===== src/rtl/memoria_operandos_pkg.sv =====
// Shared constants for the operand memory: power-up table, default width and
// the address successor used by the scan pointer.
package memoria_pkg;

    localparam int unsigned DATA_W_DEF = 32;
    localparam int unsigned INIT_WORDS = 8;

    // Index 0 is the leftmost word.
    localparam logic [0:INIT_WORDS-1][31:0] MEM_INIT = {
        32'hFF00_FF00, 32'h350F_6993, 32'h8000_0000, 32'h0000_0000,
        32'h0000_0001, 32'h0000_0008, 32'h0000_001F, 32'h0000_0000
    };

    function automatic int unsigned dir_siguiente(input int unsigned dir,
                                                  input int unsigned depth);
        return (dir + 1) % depth;
    endfunction

endpackage


===== src/rtl/memoria_operandos_divisor_escaneo.sv =====
// Scan prescaler: counts 0..SCAN_DIV-1 while enabled and flags the terminal count.
module divisor_escaneo #(
    parameter int unsigned SCAN_DIV = 50_000_000
) (
    input  logic clk_i,
    input  logic clr_i,
    input  logic en_i,
    output logic tick_o
);

    localparam int unsigned CW = (SCAN_DIV > 1) ? $clog2(SCAN_DIV) : 1;
    localparam logic [CW-1:0] TC = CW'(SCAN_DIV - 1);

    logic [CW-1:0] cnt;

    // A clear in the same cycle wins over the terminal count.
    assign tick_o = en_i && !clr_i && (cnt == TC);

    always_ff @(posedge clk_i) begin
        if (clr_i)
            cnt <= '0;
        else if (en_i)
            cnt <= (cnt == TC) ? '0 : cnt + 1'b1;
    end

endmodule


===== src/rtl/memoria_operandos.sv =====
// Dual-read operand memory with write-first bypass and a prescaled auto-scan
// mode that walks consecutive address pairs.
module memoria_operandos
    import memoria_pkg::*;
#(
    parameter int unsigned DATA_W   = DATA_W_DEF,
    parameter int unsigned ADDR_W   = 3,
    parameter int unsigned SCAN_DIV = 50_000_000
) (
    input  logic              clk_i,
    input  logic              rst_n_i,
    input  logic              we_i,
    input  logic [ADDR_W-1:0] waddr_i,
    input  logic [DATA_W-1:0] wdata_i,
    input  logic [ADDR_W-1:0] raddr_a_i,
    input  logic [ADDR_W-1:0] raddr_b_i,
    input  logic              scan_en_i,
    output logic [DATA_W-1:0] opa_o,
    output logic [DATA_W-1:0] opb_o,
    output logic [ADDR_W-1:0] addr_a_o,
    output logic [ADDR_W-1:0] addr_b_o,
    output logic              valid_o,
    output logic              step_o
);

    localparam int unsigned DEPTH = 2 ** ADDR_W;

    typedef logic [DEPTH-1:0][DATA_W-1:0] mem_t;

    function automatic mem_t init_mem();
        mem_t v;
        for (int i = 0; i < DEPTH; i++) begin
            if (i < INIT_WORDS)
                v[i] = DATA_W'(MEM_INIT[i[2:0]]);
            else
                v[i] = '0;
        end
        return v;
    endfunction

    function automatic logic [ADDR_W-1:0] siguiente(input logic [ADDR_W-1:0] dir);
        return ADDR_W'(dir_siguiente(32'(dir), DEPTH));
    endfunction

    // Contents come from the table at configuration time only; reset leaves them alone.
    mem_t mem = init_mem();

    logic [ADDR_W-1:0] ptr, ptr_nxt;
    logic [ADDR_W-1:0] ea, eb;
    logic [DATA_W-1:0] rd_a, rd_b;
    logic              scan_q;
    logic              entry;
    logic              tick;
    logic              presc_clr;

    // scan_q resets high so scan already held across reset is not an entry.
    assign entry     = scan_en_i && !scan_q;
    assign presc_clr = !rst_n_i || entry || !scan_en_i;

    divisor_escaneo #(
        .SCAN_DIV(SCAN_DIV)
    ) u_divisor (
        .clk_i (clk_i),
        .clr_i (presc_clr),
        .en_i  (scan_en_i),
        .tick_o(tick)
    );

    // The advanced pointer drives the read addresses in the same cycle, so the
    // new pair and step_o land together one edge later.
    always_comb begin
        ptr_nxt = ptr;
        if (scan_en_i) begin
            if (entry)
                ptr_nxt = raddr_a_i;
            else if (tick)
                ptr_nxt = siguiente(ptr);
        end
        ea = scan_en_i ? ptr_nxt : raddr_a_i;
        eb = scan_en_i ? siguiente(ptr_nxt) : raddr_b_i;
    end

    always_comb begin
        rd_a = mem[ea];
        rd_b = mem[eb];
        if (we_i && (waddr_i == ea))
            rd_a = wdata_i;
        if (we_i && (waddr_i == eb))
            rd_b = wdata_i;
    end

    always_ff @(posedge clk_i) begin
        if (rst_n_i && we_i)
            mem[waddr_i] <= wdata_i;
    end

    always_ff @(posedge clk_i) begin
        if (!rst_n_i) begin
            ptr      <= '0;
            scan_q   <= 1'b1;
            opa_o    <= '0;
            opb_o    <= '0;
            addr_a_o <= '0;
            addr_b_o <= '0;
            valid_o  <= 1'b0;
            step_o   <= 1'b0;
        end else begin
            ptr      <= ptr_nxt;
            scan_q   <= scan_en_i;
            opa_o    <= rd_a;
            opb_o    <= rd_b;
            addr_a_o <= ea;
            addr_b_o <= eb;
            valid_o  <= 1'b1;
            step_o   <= scan_en_i && !entry && tick;
        end
    end

endmodule


===== config.mk =====
export PLATFORM = sky130hd
export DESIGN_NAME = memoria_operandos
export DESIGN_NICKNAME = d
export VERILOG_FILES = /design/src/rtl/memoria_operandos_pkg.sv /design/src/rtl/memoria_operandos_divisor_escaneo.sv /design/src/rtl/memoria_operandos.sv
export SDC_FILE = /design/constraint.sdc
export NUM_CORES = 1
export LEC_CHECK = 0
export ABC_AREA = 0
export CAP_MARGIN = 20
export CELL_PAD_IN_SITES_DETAIL_PLACEMENT = 2
export CELL_PAD_IN_SITES_GLOBAL_PLACEMENT = 2
export CORE_MARGIN = 2
export CORE_UTILIZATION = 45
export CTS_CLUSTER_DIAMETER = 50
export DETAILED_ROUTE_END_ITERATION = 6
export GPL_ROUTABILITY_DRIVEN = 0
export PLACE_DENSITY_LB_ADDON = 0.1
export SKIP_LAST_GASP = 1
export SYNTH_ARGS = -nofsm -noshare
export SYNTH_HDL_FRONTEND = slang
export SYNTH_HIERARCHICAL = 1
export SYNTH_SLANG_ARGS = --single-unit

===== constraint.sdc =====
create_clock -name clk_i -period 7.8 [get_ports clk_i]
set_input_delay 1.95 -clock clk_i [delete_from_list [all_inputs] [get_ports clk_i]]
set_output_delay 1.95 -clock clk_i [all_outputs]
set_load 0.005 [all_outputs]

==> results.txt <==
The tightest hold path in the finished design has a slack of 499.7 ps. The endpoint identified for the worst register-to-register timing path is opb_o[10]. The number of hold buffers added after cts came out at 0. The depth of the most critical reg-to-reg path came out at 15.

The logs give 0 for the post-CTS setup buffer count and 194 for the pin count of the biggest net entering global routing. Setup repair after global routing left no endpoint under its margin. Delay of the slowest critical-path stage: 720 ps. The first routing iteration left 778 violations.

The number of gates resized after CTS was 0. The detail-routed via count per cell works out to 6.139. The dominant cell type by count on the critical path is sky130_fd_sc_hd__buf_4.

The detailed router placed 11689 vias in this run. The area of the multi-input gates was 6474 um2. The worst setup path is launched from a primary input.

Category of the most critical setup path: primary input to flop. The register bit count reported by yosys came out at 358. VDD sags by at most 0.1742 mV. Data on the critical path arrives at its endpoint at 6780 ps.

Counting every net in the synthesized netlist gives 1354. The number of buffers and inverters on the critical path is 4. The routed design could run at a clock period as short as 6377 ps. For the worst-skew pair, the clock arrives at the later sink with an insertion delay of 580 ps. The tools report the leakage power of the design as 7.323 nW. The worst hold path begins at u_divisor/cnt[23]. Counting instances, the worst hold path has a depth of 2.

The critical path starts at scan_en_i. The average wire per cell in the routed design works out to 28.55 um. The tools report the required arrival time at the worst endpoint as 8200 ps. The min-delay analysis places its worst path in the category flop to flop. The number of global-route vias before repair was 13102. Clock tree synthesis inserted a total of 44 buffers. The final period utilization is 0.8176, and the number of warnings issued by yosys is 6. The logs give 0 for the count of endpoints failing hold in the final timing report and 0 for the final antenna diode count.

For the pin with the worst max-slew slack, the measured transition is 1133 ps. The filler cell count is 3403, and the mean area per synthesized cell is 12.83 um2. The worst setup path is captured at a flop. Summed over all layers, the global routing overflow is 0.

The initial antenna violation count was 1; the TritonCTS sink count was 358. The setup TNS after final layout was 0 ps. Relative to the synthesized area, the layout overhead comes to 18.80%. The tree is rooted in a sky130_fd_sc_hd__clkbuf_16. In this run the worst path has a maximum fanout of 24. Setup violations remaining at the end of the flow were counted as 0.

The tools report the number of nets still failing antenna checks after routing as 0. The fraction of registers with async set/reset was 0. Detailed placement ended at an HPWL of 32240 um. After the last flow step, the layout net total stands at 1449.

The remaining max-slew budget at the tightest pin is 0.2449, and the number of port buffers is 116. In this run the cell area of the synthesized design comes to 16750 um2. The count of unresolved DRC violations after routing was 0. Max-cap violations in this run came to 0.

For hold timing, the worst endpoint is u_divisor/cnt[23]. The synthesized netlist contains 55 unique library cells. Traced cell by cell, the critical path runs through clkdlybuf4s50_1, and2_1, nand2_1, nor4_2, buf_4, inv_1, a21boi_0, nor2_1, a21oi_1, ha_1, mux2i_4, xor2_2, nand4b_4, buf_4, mux2i_1, o22ai_1. The category of cells accounting for the largest share of critical-path delay was simple AND/OR/NAND/NOR gates.

After technology mapping, the gate count stands at 1305. The logs give 0 for the final max-slew violation count and 36610 um2 for the area of the placeable core. The wire length of the first global-routing pass came out at 82210 um.

For this design, the slowest cell found on the critical path is sky130_fd_sc_hd__nand4b_4. The final layout contains routed wiring with a total length of 54360 um. The initial core utilization came out at 0.4575. In this run the count of I/O pins placed on the die edge is 117.

Measured along the x axis, the die boundary spans 196.9 um. In the layout the commonest cells are sky130_fd_sc_hd__edfxtp_1 (256), sky130_fd_sc_hd__mux2i_1 (228), sky130_fd_sc_hd__clkdlybuf4s50_1 (115). For the worst-case register-to-register setup slack, the log shows 2640 ps.

The run gives 14.33 ps as the final clock skew. Static timing analysis puts the maximum clock frequency at 156.8 MHz. Sequential element share of the synthesized area: 0.5809. The die is 196.9 um tall. The worst register-to-register path begins at scan_q. The synthesized design contains 256 enable-type register cells.

The most used flip-flop cell after synthesis is sky130_fd_sc_hd__edfxtp_1. The clock tree synthesis step divided the H-tree into 2 levels. Total track usage: 0.2839. The clock-pin slew of the registers on the worst-case setup and hold paths works out to 60 ps. The run finished with clean final reports.

Counting along the longest clock path gives a buffer depth of 3. The run gives 70 as the number of placement rows. The power per standard cell area is 252.5 nW/um2, and the fraction of final layout cells with drive strength greater than 1 is 0.1198. The leading cell type in the layout, fill and taps excluded was sky130_fd_sc_hd__edfxtp_1.

The die covers 38780 um2. The first detailed-routing pass took 5 iterations. The tools report the sequential cell area in the final layout as 9729 um2. TritonCTS built the clock tree.
[tightest hold or removal path, cell delays in order (launching register included)]
cell,delay [ps]
sky130_fd_sc_hd__dfxtp_1,330
sky130_fd_sc_hd__o31ai_1,70
sky130_fd_sc_hd__a21oi_1,60
[state kept, by name, indices dropped and copies added, names as in the netlist, 3 cells and up]
| signal | flops |
|---|---|
| opa_o | 32 |
| mem | 256 |
| u_divisor/cnt | 26 |
| opb_o | 32 |
| addr_a_o | 3 |
| addr_b_o | 3 |
| ptr | 3 |
[cells by family after synthesis]
group | count (synthesis) | share of synthesized area
DFF | 358 | 0.5809
AOI/OAI and AO/OA | 327 | 0.1278
muxes | 261 | 0.1598
and+or+nand+nor | 222 | 0.07516
buffers and inverters | 112 | 0.03870
xor gates and xnor gates | 21 | 0.01457
adders and majority gates | 4 | 0.002989
[metal layers]
layer | share of wire | vias to the layer above | track usage
met4 | 0.018 | 2 | 0.07964
met2 | 0.51 | 280 | 0.5039
met1 | 0.43 | 6121 | 0.3660
met5 | 0.00029 | - | 0
li1 | - | 5212 | -
met3 | 0.037 | 74 | 0.03474
[cell usage after synthesis (5+ instances only)]
cell type                  number  area, um2
sky130_fd_sc_hd__buf_2         29      145.1
sky130_fd_sc_hd__o21ai_0       12      60.06
sky130_fd_sc_hd__nor2b_1       69      431.7
sky130_fd_sc_hd__inv_1          8      30.03
sky130_fd_sc_hd__xnor2_1        6      52.55
sky130_fd_sc_hd__a31oi_1       34      212.7
sky130_fd_sc_hd__nor3_1         5      25.02
sky130_fd_sc_hd__nand2b_1       7      43.79
sky130_fd_sc_hd__nand2_1       51      191.4
sky130_fd_sc_hd__a21oi_1       77      385.4
sky130_fd_sc_hd__nor4_1         5      31.28
sky130_fd_sc_hd__buf_6         19      214.0
sky130_fd_sc_hd__o22ai_1       33      206.5
sky130_fd_sc_hd__clkbuf_1      43      161.4
sky130_fd_sc_hd__mux2i_1      228       2282
sky130_fd_sc_hd__edfxtp_1     256       7687
sky130_fd_sc_hd__a211oi_1      65      488.0
sky130_fd_sc_hd__or4_1          5      37.54
sky130_fd_sc_hd__buf_4         13      97.59
sky130_fd_sc_hd__and2_1         5      31.28
sky130_fd_sc_hd__dfxtp_1      102       2042
sky130_fd_sc_hd__o22a_1        31      271.5
sky130_fd_sc_hd__xor2_1        11      96.34
sky130_fd_sc_hd__or3_1          7      43.79
sky130_fd_sc_hd__nor2_1        29      108.9
sky130_fd_sc_hd__nand3_1       11      55.05
sky130_fd_sc_hd__o31ai_1        7      52.55
sky130_fd_sc_hd__nand4_1       10      62.56
sky130_fd_sc_hd__o21ai_1       28      140.1
sky130_fd_sc_hd__o211ai_1      31      232.7
sky130_fd_sc_hd__mux2_2        31      349.1
[where the power goes]
| group | internal, mW | switching (mW) |
|---|---|---|
| registers | 2.12 | 0.0406 |
| clock network | 1.30 | 0.845 |
| logic | 0.311 | 0.406 |
| total | 3.73 | 1.29 |
[worst max-delay path by stage]
stage                     slack (ps)        end  cells after the start
after floorplan                 2700   mem[128]                      3
after global placement          1210   opb_o[3]                     16
after detailed placement         910  opb_o[10]                     16
after CTS                       1460  opb_o[10]                     16
after global routing            1120   opb_o[0]                     17
final                           1420  opb_o[10]                     16
[per-stage QoR]
stage,power (mW),utilization,setup WS (ps),instances,area [um2]
2_1_floorplan,2.601,-,2703,1305,16750
3_3_place_gp,2.860,0.4986,1215,1817,18250
3_5_place_dp,2.901,0.5009,908.5,1821,18340
4_1_cts,5.062,0.5429,1463,1903,19880
5_1_grt,5.183,0.5435,1122,1904,19900
6_report,5.024,0.5435,1423,1904,19900
[layout make-up]
cell class                 instances  area share
clock inverter                    26     0.01497
clock buffer                      56     0.06232
timing repair buffer             153     0.07741
inverter                           8    0.001509
tap                              468     0.02943
sequential                       358      0.4890
multi-input combinational        835      0.3254
No activity file was read; power rests on OpenSTA's default activity.
